File: config.mk
export PLATFORM = sky130hd
export DESIGN_NAME = hazard_scoreboard_flat
export DESIGN_NICKNAME = d
export VERILOG_FILES = /design/src/rtl/hazard_scoreboard_if.sv /design/src/rtl/hazard_scoreboard.sv /design/src/flat_wrapper.sv
export SDC_FILE = /design/constraint.sdc
export NUM_CORES = 1
export LEC_CHECK = 0
export CAP_MARGIN = 0
export CORE_MARGIN = 8
export CORE_UTILIZATION = 41
export CTS_CLUSTER_SIZE = 20
export DETAILED_ROUTE_END_ITERATION = 16
export GPL_ROUTABILITY_DRIVEN = 0
export PLACE_DENSITY = 0.68
export SLEW_MARGIN = 5
export SYNTH_ARGS = -nofsm -noshare
export SYNTH_HDL_FRONTEND = slang
export SYNTH_SLANG_ARGS = --single-unit
File: constraint.sdc
create_clock -name clk -period 6.45 [get_ports clk]
set_input_delay 0.9675 -clock clk [delete_from_list [all_inputs] [get_ports clk]]
set_output_delay 0.9675 -clock clk [all_outputs]
set_load 0.03 [all_outputs]
File: src/rtl/hazard_scoreboard_if.sv
// -----------------------------------------------------------------------------
// hazard_scoreboard_if
// Groups the decoder-side request, variable-latency writeback and stall/debug
// response signals of the hazard scoreboard.
//   id_*        : instruction currently in ID (sources, destination, latency)
//   wb_*        : writeback from the variable-latency unit (DIV)
//   stall_op    : hold ID and bubble EX
//   busy_vec_op : per-register pending-write flags
// Modports:
//   master : decoder / pipeline side, drives id_* and wb_*
//   slave  : scoreboard side, drives stall_op and busy_vec_op
// -----------------------------------------------------------------------------
interface hazard_scoreboard_if #(
  parameter int NUM_REGS   = 32,
  parameter int REG_ADDR_W = 5,
  parameter int CNT_W      = 4
);
  logic                  id_valid_ip;
  logic [REG_ADDR_W-1:0] id_rs1_ip;
  logic                  id_rs1_use_ip;
  logic [REG_ADDR_W-1:0] id_rs2_ip;
  logic                  id_rs2_use_ip;
  logic [REG_ADDR_W-1:0] id_rd_ip;
  logic                  id_rd_we_ip;
  logic [CNT_W-1:0]      id_lat_ip;
  logic                  wb_valid_ip;
  logic [REG_ADDR_W-1:0] wb_rd_ip;
  logic                  stall_op;
  logic [NUM_REGS-1:0]   busy_vec_op;

  modport master (
    output id_valid_ip, id_rs1_ip, id_rs1_use_ip, id_rs2_ip, id_rs2_use_ip,
           id_rd_ip, id_rd_we_ip, id_lat_ip, wb_valid_ip, wb_rd_ip,
    input  stall_op, busy_vec_op
  );

  modport slave (
    input  id_valid_ip, id_rs1_ip, id_rs1_use_ip, id_rs2_ip, id_rs2_use_ip,
           id_rd_ip, id_rd_we_ip, id_lat_ip, wb_valid_ip, wb_rd_ip,
    output stall_op, busy_vec_op
  );
endinterface

File: src/rtl/hazard_scoreboard.sv
// -----------------------------------------------------------------------------
// hazard_scoreboard
// Register scoreboard for the ID stage. Tracks every in-flight register write,
// either with a fixed countdown (ALU/load/MUL) or as a variable-latency entry
// that waits for a writeback (DIV), and stalls ID on RAW and WAW hazards.
// Ports:
//   clk   : core clock
//   reset : synchronous, active-high; clears all entries, forces stall_op low
//   sb    : hazard_scoreboard_if.slave (id_* request, wb_* writeback,
//           stall_op, busy_vec_op)
//   perf_stall_cnt_op : [31:0] saturating count of stall cycles
//                       (present only when SCOREBOARD_PERF_EN is defined)
// Optional feature macro: SCOREBOARD_PERF_EN
// -----------------------------------------------------------------------------
module hazard_scoreboard #(
  parameter int NUM_REGS   = 32,
  parameter int REG_ADDR_W = $clog2(NUM_REGS),
  parameter int MAX_LAT    = 8,
  parameter int CNT_W      = $clog2(MAX_LAT + 1)
) (
  input  logic               clk,
  input  logic               reset,
  hazard_scoreboard_if.slave sb
`ifdef SCOREBOARD_PERF_EN
  ,
  output logic [31:0]        perf_stall_cnt_op
`endif
);

  // Clamp a requested fixed latency to the longest countdown supported.
  function automatic logic [CNT_W-1:0] sat_lat(input logic [CNT_W-1:0] lat);
    if (lat > CNT_W'(MAX_LAT)) return CNT_W'(MAX_LAT);
    return lat;
  endfunction

  // Increment that sticks at all-ones instead of wrapping.
  function automatic logic [31:0] sat_inc32(input logic [31:0] v);
    if (v == 32'hFFFF_FFFF) return v;
    return v + 32'd1;
  endfunction

  logic [NUM_REGS-1:0] busy;
  logic [NUM_REGS-1:0] is_var;
  logic [CNT_W-1:0]    cnt [NUM_REGS];
  logic [NUM_REGS-1:0] ready;

  logic rs1_haz;
  logic rs2_haz;
  logic waw_haz;
  logic stall_raw;
  logic issue;

  // A source is ready if nothing is pending, or its producer completes
  // (countdown at 1, or matching writeback) in this very cycle.
  always_comb begin
    ready = '0;
    for (int r = 0; r < NUM_REGS; r++) begin
      ready[r] = !busy[r]
               || (!is_var[r] && (cnt[r] == CNT_W'(1)))
               || (is_var[r] && sb.wb_valid_ip && (sb.wb_rd_ip == REG_ADDR_W'(r)));
    end
  end

  assign rs1_haz = sb.id_rs1_use_ip && (sb.id_rs1_ip != '0) && !ready[sb.id_rs1_ip];
  assign rs2_haz = sb.id_rs2_use_ip && (sb.id_rs2_ip != '0) && !ready[sb.id_rs2_ip];
  // WAW looks at busy, not ready: a same-cycle completion still blocks the
  // new write so issue and retire never touch one entry on the same edge.
  assign waw_haz = sb.id_rd_we_ip && (sb.id_rd_ip != '0) && busy[sb.id_rd_ip];

  assign stall_raw = sb.id_valid_ip && (rs1_haz || rs2_haz || waw_haz);
  assign issue     = sb.id_valid_ip && !stall_raw && sb.id_rd_we_ip && (sb.id_rd_ip != '0);

  assign sb.stall_op    = !reset && stall_raw;
  assign sb.busy_vec_op = busy;

  // Entry 0 is only ever written by reset, so x0 never becomes busy.
  always_ff @(posedge clk) begin
    if (reset) begin
      busy   <= '0;
      is_var <= '0;
      for (int r = 0; r < NUM_REGS; r++) cnt[r] <= '0;
    end else begin
      for (int r = 1; r < NUM_REGS; r++) begin
        if (issue && (sb.id_rd_ip == REG_ADDR_W'(r))) begin
          busy[r] <= 1'b1;
          if (sb.id_lat_ip == '0) begin
            is_var[r] <= 1'b1;
            cnt[r]    <= '0;
          end else begin
            is_var[r] <= 1'b0;
            cnt[r]    <= sat_lat(sb.id_lat_ip);
          end
        end else if (busy[r] && !is_var[r]) begin
          if (cnt[r] != '0) cnt[r] <= cnt[r] - CNT_W'(1);
          if (cnt[r] <= CNT_W'(1)) busy[r] <= 1'b0;
        end else if (busy[r] && is_var[r] && sb.wb_valid_ip
                     && (sb.wb_rd_ip == REG_ADDR_W'(r))) begin
          busy[r]   <= 1'b0;
          is_var[r] <= 1'b0;
        end
      end
    end
  end

`ifdef SCOREBOARD_PERF_EN
  logic [31:0] perf_cnt;

  always_ff @(posedge clk) begin
    if (reset) perf_cnt <= '0;
    else if (sb.stall_op) perf_cnt <= sat_inc32(perf_cnt);
  end

  assign perf_stall_cnt_op = perf_cnt;
`endif

endmodule

File: src/flat_wrapper.sv
// flat-port wrapper written by rule: the top's interface ports become plain ports
module hazard_scoreboard_flat 
#(
  parameter int NUM_REGS   = 32,
  parameter int REG_ADDR_W = $clog2(NUM_REGS),
  parameter int MAX_LAT    = 8,
  parameter int CNT_W      = $clog2(MAX_LAT + 1)
)
  (clk, reset, sb_id_valid_ip, sb_id_rs1_ip, sb_id_rs1_use_ip, sb_id_rs2_ip, sb_id_rs2_use_ip, sb_id_rd_ip, sb_id_rd_we_ip, sb_id_lat_ip, sb_wb_valid_ip, sb_wb_rd_ip, sb_stall_op, sb_busy_vec_op);
  hazard_scoreboard_if #(.NUM_REGS(NUM_REGS), .REG_ADDR_W(REG_ADDR_W), .CNT_W(CNT_W)) sb_i ();
  input  logic clk;
  input  logic reset;
  input wire logic [$bits(sb_i.id_valid_ip)-1:0] sb_id_valid_ip;
  input wire logic [$bits(sb_i.id_rs1_ip)-1:0] sb_id_rs1_ip;
  input wire logic [$bits(sb_i.id_rs1_use_ip)-1:0] sb_id_rs1_use_ip;
  input wire logic [$bits(sb_i.id_rs2_ip)-1:0] sb_id_rs2_ip;
  input wire logic [$bits(sb_i.id_rs2_use_ip)-1:0] sb_id_rs2_use_ip;
  input wire logic [$bits(sb_i.id_rd_ip)-1:0] sb_id_rd_ip;
  input wire logic [$bits(sb_i.id_rd_we_ip)-1:0] sb_id_rd_we_ip;
  input wire logic [$bits(sb_i.id_lat_ip)-1:0] sb_id_lat_ip;
  input wire logic [$bits(sb_i.wb_valid_ip)-1:0] sb_wb_valid_ip;
  input wire logic [$bits(sb_i.wb_rd_ip)-1:0] sb_wb_rd_ip;
  output wire logic [$bits(sb_i.stall_op)-1:0] sb_stall_op;
  output wire logic [$bits(sb_i.busy_vec_op)-1:0] sb_busy_vec_op;
  assign sb_i.id_valid_ip = sb_id_valid_ip;
  assign sb_i.id_rs1_ip = sb_id_rs1_ip;
  assign sb_i.id_rs1_use_ip = sb_id_rs1_use_ip;
  assign sb_i.id_rs2_ip = sb_id_rs2_ip;
  assign sb_i.id_rs2_use_ip = sb_id_rs2_use_ip;
  assign sb_i.id_rd_ip = sb_id_rd_ip;
  assign sb_i.id_rd_we_ip = sb_id_rd_we_ip;
  assign sb_i.id_lat_ip = sb_id_lat_ip;
  assign sb_i.wb_valid_ip = sb_wb_valid_ip;
  assign sb_i.wb_rd_ip = sb_wb_rd_ip;
  assign sb_stall_op = sb_i.stall_op;
  assign sb_busy_vec_op = sb_i.busy_vec_op;
  hazard_scoreboard #(.NUM_REGS(NUM_REGS), .REG_ADDR_W(REG_ADDR_W), .MAX_LAT(MAX_LAT), .CNT_W(CNT_W)) u_core (.clk(clk), .reset(reset), .sb(sb_i));
endmodule
* Yosys cells after proc, flatten, opt, wreduce, memory -nomap -nowiden
Memories as Yosys holds them, arrays and structs flattened.
Index checks and enable logic that the tools add are counted.
** Cells by class
- Add/sub/neg operators :: 31
- Magnitude comparators :: 35
- Equality and inequality tests :: 155
- Mux-type cells :: 819
- Bitwise operators :: 93
- Reductions and logical operators :: 548
** Operators with widths (count)
- 4-bit 2-to-1 mux :: 218
- 1-bit 2-to-1 mux :: 598
- 1-bit logical AND :: 259
- 5-bit == test (second input constant) :: 32
- 4-bit by 1-bit == test with 1-bit output (second input constant) :: 31
- 4-bit by 1-bit less-or-equal comparator with 1-bit output (second input constant) :: 31
- 2-bit AND reduction :: 62
- 4-bit nonzero test :: 31
- 4-bit by 1-bit subtractor with 4-bit output (second input constant) :: 31
- 3-bit by 2-bit inequality test with 1-bit output (second input constant) :: 31
- 1-bit OR :: 93
- 3-bit nonzero test :: 31
- 5-bit by 4-bit == test with 1-bit output (second input constant) :: 16
- 1-bit zero test :: 66
- 1-bit logical OR :: 64
- 2-bit by 1-bit inequality test with 1-bit output (second input constant) :: 31
- 2-bit nonzero test :: 31
- 5-bit by 3-bit == test with 1-bit output (second input constant) :: 8
- 5-bit by 2-bit == test with 1-bit output (second input constant) :: 4
- 5-bit by 6-bit less-than comparator with 1-bit output (second input constant) :: 3
- 1-bit binary-select mux with 5-bit select :: 3
- 5-bit nonzero test :: 3
- 5-bit by 1-bit == test with 1-bit output (second input constant) :: 2
- 4-bit greater-than comparator (second input constant) :: 1
- 4-bit zero test :: 1
** Word-level totals
- Bits in registers :: 62
- Bits in writable memories :: 128
- Logic and storage cells :: 1744
- Memories :: 1
** Memory list
- u_core.cnt :: depth 32, bits a word 4, read ports 31, clocked after memory_dff 0, write ports 32, RTL line hazard_scoreboard.sv:44 : logic [CNT_W-1:0] cnt [NUM_REGS];

* Longest topological paths before layout
Gate-level depths: netlist of the first run.
An unclocked memory read counts as a cell.
- Depth in word-level cells :: 25
- Depth in mapped cells :: 13
- Depth with buffers taken out :: 11

* Worst setup path before layout of the first run
No wires, ideal clock.
- Path type :: input -> output
- Start point :: in sb_wb_rd_ip[1]
- End point :: out sb_stall_op
- Data arrival time :: 3.269 ns
- Data required time :: 5.483 ns
- Slack :: 2.213 ns
- Stages :: 12
- Buffers on the path :: 3
- Cell sequence :: buf_2 > and4bb_2 > a311oi_1 > inv_1 > o21ai_1 > a21oi_1 > or3_1 > a41o_2 > buf_6 > buf_2 > nand2_1 > and3_1
** Between the ends
- Word-level cells in the longest chain between the ends :: 11
- Elaborated cells on any way between the ends :: 105
- Classes of those cells :: 31 x eq/ne; 4 x mux; 70 x reduce/logical
** RTL lines
- start: declaration :: RTL line flat_wrapper.sv:22 : input wire logic [$bits(sb_i.wb_rd_ip)-1:0] sb_wb_rd_ip;
- 5-bit by 1-bit == test with 1-bit output, or another cell as far along :: RTL line hazard_scoreboard.sv:60 : || (is_var[r] && sb.wb_valid_ip && (sb.wb_rd_ip == REG_ADDR_W'(r)));
- 1-bit logical AND :: RTL line hazard_scoreboard.sv:60
- 1-bit logical OR :: RTL line hazard_scoreboard.sv:60
- 1-bit binary-select mux with 5-bit select (on tied branches) :: RTL line hazard_scoreboard.sv:64, hazard_scoreboard.sv:65
- 1-bit 2-to-1 mux (on tied branches) :: RTL line hazard_scoreboard.sv:64, hazard_scoreboard.sv:65
- 1-bit zero test (on tied branches) :: RTL line hazard_scoreboard.sv:64, hazard_scoreboard.sv:65
- 1-bit logical AND (on tied branches) :: RTL line hazard_scoreboard.sv:64, hazard_scoreboard.sv:65
- 1-bit logical OR (*) (2 in a row) :: RTL line hazard_scoreboard.sv:70 : assign stall_raw = sb.id_valid_ip && (rs1_haz || rs2_haz || waw_haz);
- 1-bit logical AND (*) :: RTL line hazard_scoreboard.sv:70
- 1-bit logical AND (*) :: RTL line hazard_scoreboard.sv:73 : assign sb.stall_op = !reset && stall_raw;
- end: declaration :: RTL line flat_wrapper.sv:23 : output wire logic [$bits(sb_i.stall_op)-1:0] sb_stall_op;
Every way passes the cells marked *; elsewhere a longest branch is shown, timed or not. The select of a mux whose other input is x is not followed.

* Worst setup path in the final report of the first run
- Start point :: in sb_wb_rd_ip[4]
- End point :: out sb_stall_op
The elaborated chain is that of the path after synthesis.

==> flow_summary.yaml, run 1 <==
status:
  outcome: "finished, final reports clean"
grt:
  grt_pass1_wl_um: 58800
  gr-total-overflow: 0
  track_usage_pct: 21.1
  grt_max_degree: 66
  antenna_found_initial: 1
  grt_pass1_vias: 10400
timing:
  fin_tns_setup_ns: 0
  fin_skew_ns: 0.0128
  maxSlewViolCount: 0
  slew-limit-headroom_pct: 34.5
  fin_crit_ns: 5.68
  worst_pin_slew_ns: 0.980
  setup-violations-final: 0
  rsz0062_at_grt: "no"
  finalHoldViolCount: 0
  whs_ns: 0.498
  clock.fmax_ghz: 0.176
  fin_crit_sh_pct: 88.1
synthesis:
  synth_seq_cells: 186
  synthArstFlopShare_pct: 0
  synth_edf_count: 124
  postSynthCellCount: 1297
  yosysWarnings: 0
  ys.flop_type: "edfxtp_1"
  syn-cell-area_um2: 12000
  synth_cell_types: 73
  ys_seq_area_share_pct: 41.3
  synth_fp_nets: 1390
  synth_area_per_cell_um2: 9.27
cells_and_area:
  drive_above_1_share_pct: 6.19
  layout.cells.non_filler: 1725
  seq_area_um2: 4960
  multi_input_area_um2: 6400
  final_nets: 1420
  fillers: 2650
  area_growth_pct: 12.9
placement:
  dpl.cell_count: 1692
  io_buffer_count: 62
  dp_hpwl_um: 27400
critical_path:
  rrSetupSlack_ns: 2.43
  crit_type: "primary input to output port"
  arrival_ns: 4.71
  cp-end-kind: "output port"
  worstPathMaxFanout: 10
  r2r-start: "u_core.cnt[1][53]$_SDFFCE_PP0P_"
  start_kind: "primary input"
  r2r_end: "u_core.cnt[1][58]$_SDFFCE_PP0P_"
  r2r_cells: 12
  critPathRequiredTime_ns: 5.48
die:
  fp.coreArea_um2: 28800
  start_util_pct: 41.8
  dieHeight_um: 187
  fp.dieW_um: 187
  boundaryPins: 64
  rows: 62
  dieArea_um2: 35000
detailed_routing:
  wl_per_cell_um: 22.1
  via_count: 10800
  totalWireLength_um: 38000
  ant_nets: 0
  vias_per_cell: 6.26
  dr.first_iter.drc_count: 1551
  drc_errors: 0
  drt_pass1_iterations: 6
cts:
  clockBufferDepth: 2
  cts_tree: "yes"
  clk_latency_ns: 0.45
  htree_num_levels: 4
  cts.clk_slew.worst_paths_ns: 0.07
  cts_resized: 0
  cts_made_buffers: 17
  cts_sinks: 186
  cts-root-buf: "clkbuf_16"
  postCtsSetupRepairBufs: 0
  cts_hold_buf: 0
min_path:
  hold_end: "u_core.is_var[22]$_SDFFE_PP0P_"
  worstHoldStart: "u_core.is_var[22]$_SDFFE_PP0P_"
  min_path_type: "flop to flop"
  holdPathStages: 2
run:
  cap_violations: 0
power_and_ir_drop:
  powerDensity_nw_per_um2: 205
  p_leak_nw: 4.70
  irDropWorstVdd_uv: 169
-- stage by stage --
stage	util [%]	setup slack [ns]	power, mW	instance area, um^2
floorplan	-	2.21	1.54	12000
global placement	44.9	0.982	1.62	12900
detailed placement	44.9	0.907	1.63	12900
CTS	47.1	0.886	2.78	13600
global route	47.1	0.651	2.85	13600
finish	47.1	0.770	2.78	13600
-- synth_stat cells (5+ instances only) --
cell      count  area [um^2]
nand2_1     126          473
edfxtp_1    124         3720
o22ai_1     112          701
nand3_1     109          546
inv_1        92          345
nor2_1       78          293
nor3_1       65          325
dfxtp_1      62         1240
ha_1         62          776
xnor2_1      62          543
a21oi_1      49          245
clkbuf_1     33          124
mux2i_1      33          330
o21ai_0      33          165
nand4_1      26          163
buf_2        23          115
nand2b_1     15         93.8
o211ai_1     12         90.1
a211oi_1     11         82.6
nor2b_1      10         62.6
o32ai_2      10          163
or4b_1        9         90.1
nand3b_1      8         60.1
o32ai_1       8         70.1
and2_1        7         43.8
buf_4         7         52.6
mux4_2        7          158
nor4b_1       7         61.3
a311o_1       6         60.1
o311ai_1      6         52.6
a31oi_1       5         31.3
and3_1        5         31.3
o311ai_0      5         43.8
o31ai_1       5         37.5
-- cells in the final DEF, fill, tap and decap left out, drive strengths merged, types with 17 or more instances in the layout --
cell type and instances:
nand3 113, inv 98, ha 62, o21ai 35, a21oi 49, nand2 127, nor3 66, dfxtp 62
mux2i 33, clkdlybuf4s50 61, clkbuf 17, o32ai 18, nor2 78, nand4 26, edfxtp 124, xnor2 62
o22ai 112, buf 17
-- worst max-delay path, cell delays in order --
cell and delay, ns:
clkdlybuf4s50_1 0.74, and4b_1 0.40, a311oi_1 0.48, a32o_1 0.20, a211oi_1 0.05, nor4_1 0.47
and4_4 0.34, nor2_1 0.08, nand2_1 0.13, and3_1 0.17, clkdlybuf4s50_1 0.68
-- per-layer routing --
layer | part of all wire (%) | track usage [%] | wire length [um] | vias to the layer above
met5 | 0 | 0 | 0 | -
met4 | 4.2 | 10.4 | 1580 | 0
met3 | 9.4 | 5.28 | 3590 | 94
met2 | 45 | 32.3 | 17000 | 542
met1 | 42 | 27.4 | 15800 | 5228
li1 | - | - | - | 4934
-- state kept, by name, summed over array words and instances (netlist names) --
name,count
u_core.cnt,124
u_core.sb.busy_vec_op,31
u_core.is_var,31
-- cell families (layout without fill, tap and decap cells) --
kind of cell / count (synthesis) / count (layout) / synth area share [%]
xor gates and xnor gates: 62 / 62 / 4.52
DFF: 186 / 186 / 41.3
other: 1 / 2 / 0.0312
adders and majority gates: 62 / 62 / 6.45
AOI/OAI and AO/OA: 295 / 295 / 17.0
buffers and inverters: 159 / 202 / 5.49
muxes: 40 / 40 / 4.06
and+or+nand+nor: 492 / 492 / 21.1
-- report_power, final --
| part | switching, mW | internal (mW) | leakage (nW) |
|---|---|---|---|
| logic | 0.183 | 0.0988 | 2.63 |
| clock network | 0.507 | 0.658 | 0.295 |
| registers | 0.0309 | 1.30 | 1.78 |
-- worst max-delay path by stage --
stage | start | end | slack [ns]
global route | sb_wb_rd_ip[4] | sb_stall_op | 0.65
global placement | sb_wb_rd_ip[4] | sb_stall_op | 0.98
floorplan | sb_wb_rd_ip[1] | sb_stall_op | 2.21
CTS | sb_wb_rd_ip[4] | sb_stall_op | 0.89
finish | sb_wb_rd_ip[4] | sb_stall_op | 0.77
detailed placement | sb_wb_rd_ip[4] | sb_stall_op | 0.91
-- cell type report --
cell class / count / share of cell area (%)
multi-input combinational: 952 / 47.2
sequential: 186 / 36.6
timing repair buffer: 78 / 5.42
tap: 384 / 3.54
clock buffer: 17 / 3.14
inverter: 92 / 2.55
clock inverter: 15 / 1.57
antenna: 1 / 0.0184
Note: power is estimated with default switching activity, not from simulation.
==> run 2, diff against run 1 <==
--- a/config.mk
+++ b/config.mk
@@ -5,7 +5,6 @@
 export SDC_FILE = /design/constraint.sdc
 export NUM_CORES = 1
 export LEC_CHECK = 0
-export CAP_MARGIN = 0
 export CORE_MARGIN = 8
 export CORE_UTILIZATION = 41
 export CTS_CLUSTER_SIZE = 20
==> results of run 2 <==
Same layout as run 1: the final DEF is identical, and so are final timing and power.
==> run 3, diff against run 2 <==
--- a/config.mk
+++ b/config.mk
@@ -7,6 +7,7 @@
 export LEC_CHECK = 0
 export CORE_MARGIN = 8
 export CORE_UTILIZATION = 41
+export CTS_BUF_LIST = sky130_fd_sc_hd__clkbuf_4 sky130_fd_sc_hd__clkbuf_8
 export CTS_CLUSTER_SIZE = 20
 export DETAILED_ROUTE_END_ITERATION = 16
 export GPL_ROUTABILITY_DRIVEN = 0
==> flow_summary.yaml, run 3 (synthesized netlist as in run 1, its figures left out) <==
status:
  outcome: "finished, final reports clean"
cells_and_area:
  final_common_cell: "nand2_1"
  drive_above_1_share_pct: 6.19
  top_register: "u_core.cnt"
  layout_common_cells: "nand2_1 (126), edfxtp_1 (124), o22ai_1 (112)"
  largest_reg_flops: 124
  area_growth_pct: 11.3
  final_nets: 1420
critical_path:
  worstPathMaxFanout: 10
  critPathRequiredTime_ns: 5.48
  crit_type: "primary input to output port"
  critPathMostFrequentCell: "clkdlybuf4s50_1"
  start_kind: "primary input"
  arrival_ns: 4.72
  cpMaxStageDelayCell: "clkdlybuf4s50_1"
  critPathMaxStageDelay_ns: 0.75
  crit_path_cell_trace: "clkdlybuf4s50_1 -> and4b_1 -> a311oi_1 -> a32o_1 -> a211oi_1 -> nor4_1 -> and4_4 -> nor2_1 -> nand2_1 -> and3_1 -> clkdlybuf4s50_1"
  cp-end-kind: "output port"
grt:
  grt_max_degree: 66
  antenna_found_initial: 1
  grt_pass1_wl_um: 58600
  track_usage_pct: 21.0
  gr-total-overflow: 0
  grt_pass1_vias: 10400
die:
  fp.dieW_um: 187
  rows: 62
  dieHeight_um: 187
  fp.coreArea_um2: 28800
  boundaryPins: 64
  start_util_pct: 41.8
  dieArea_um2: 35000
power_and_ir_drop:
  powerDensity_nw_per_um2: 188
  p_leak_nw: 4.62
  irDropWorstVdd_uv: 125
timing:
  fin_tns_setup_ns: 0
  fin_crit_sh_pct: 88.1
  fin_ws_ns: 0.765
  fin_skew_ns: 0.0213
  maxSlewViolCount: 0
  finalHoldViolCount: 0
  setup-violations-final: 0
  rsz0062_at_grt: "no"
  clock.fmax_ghz: 0.176
  slew-limit-headroom_pct: 34.0
  fin_crit_ns: 5.69
  worst_pin_slew_ns: 0.988
cts:
  cts_hold_buf: 0
  htree_num_levels: 4
  cts-root-buf: "clkbuf_8"
  cts_resized: 0
  cts_sinks: 186
  postCtsSetupRepairBufs: 0
  clockBufferDepth: 2
  cts_made_buffers: 17
  cts.clk_slew.worst_paths_ns: 0.10
  clk_latency_ns: 0.50
  cts_tree: "yes"
placement:
  dp_hpwl_um: 27400
  dp_slack_ns: 0.907
  io_buffer_count: 62
detailed_routing:
  drc_errors: 0
  dr.first_iter.drc_count: 1480
  wl_per_cell_um: 22.0
  ant_nets: 0
  via_count: 10900
  vias_per_cell: 6.30
  totalWireLength_um: 38000
  drt_pass1_iterations: 6
min_path:
  min_path_type: "flop to flop"
run:
  cap_violations: 0
[run 3: path summary, 6_finish.rpt]
kind,startpoint,to,slack [ns],depth (start not counted)
hold / removal,u_core.is_var[16]$_SDFFE_PP0P_,u_core.is_var[16]$_SDFFE_PP0P_,0.51,2
hold reg to reg,u_core.is_var[16]$_SDFFE_PP0P_,u_core.is_var[16]$_SDFFE_PP0P_,0.51,2
setup / recovery,sb_wb_rd_ip[4],sb_stall_op,0.76,11
setup reg to reg,u_core.cnt[1][53]$_SDFFCE_PP0P_,u_core.cnt[1][58]$_SDFFCE_PP0P_,2.45,12
[run 3: cell type report]
class	instances	area, um^2
flip-flops and latches	186	4960
inverters	92	345
clock buffers	17	234
clock inverters	15	213
fillers	2687	15400
diodes	1	2.50
well taps	384	480
multi-input cells	952	6400
repair buffers	78	736
[run 3: critical path, delay by kind of cell]
| family | cells | cell delay [ns] |
|---|---|---|
| buffers and inverters | 2 | 1.43 |
| AO/OA/AOI/OAI | 3 | 0.71 |
| AND/OR/NAND/NOR | 6 | 1.61 |
[run 3: layer usage]
metal / global-route usage, % / up-vias / wire length [um]
li1: - / 4936 / -
met1: 27.5 / 5209 / 15700
met2: 32.0 / 590 / 16800
met3: 4.72 / 127 / 3750
met4: 10.7 / 0 / 1780
met5: 0 / - / 0
[run 3: power breakdown]
part / switching (mW) / total (mW) / internal [mW]
registers: 0.0310 / 1.33 / 1.30
clock network: 0.477 / 0.907 / 0.430
logic: 0.183 / 0.282 / 0.0988
[run 3: stage by stage]
stage,std cells,hold slack (ns),total power [mW],instance area (um^2),util [%]
2_1_floorplan,1297,0.458,1.54,12000,-
3_3_place_gp,1692,0.476,1.62,12900,44.9
3_5_place_dp,1692,0.490,1.63,12900,44.9
4_1_cts,1724,0.506,2.52,13400,46.5
5_1_grt,1725,0.516,2.59,13400,46.5
6_report,1725,0.506,2.52,13400,46.5
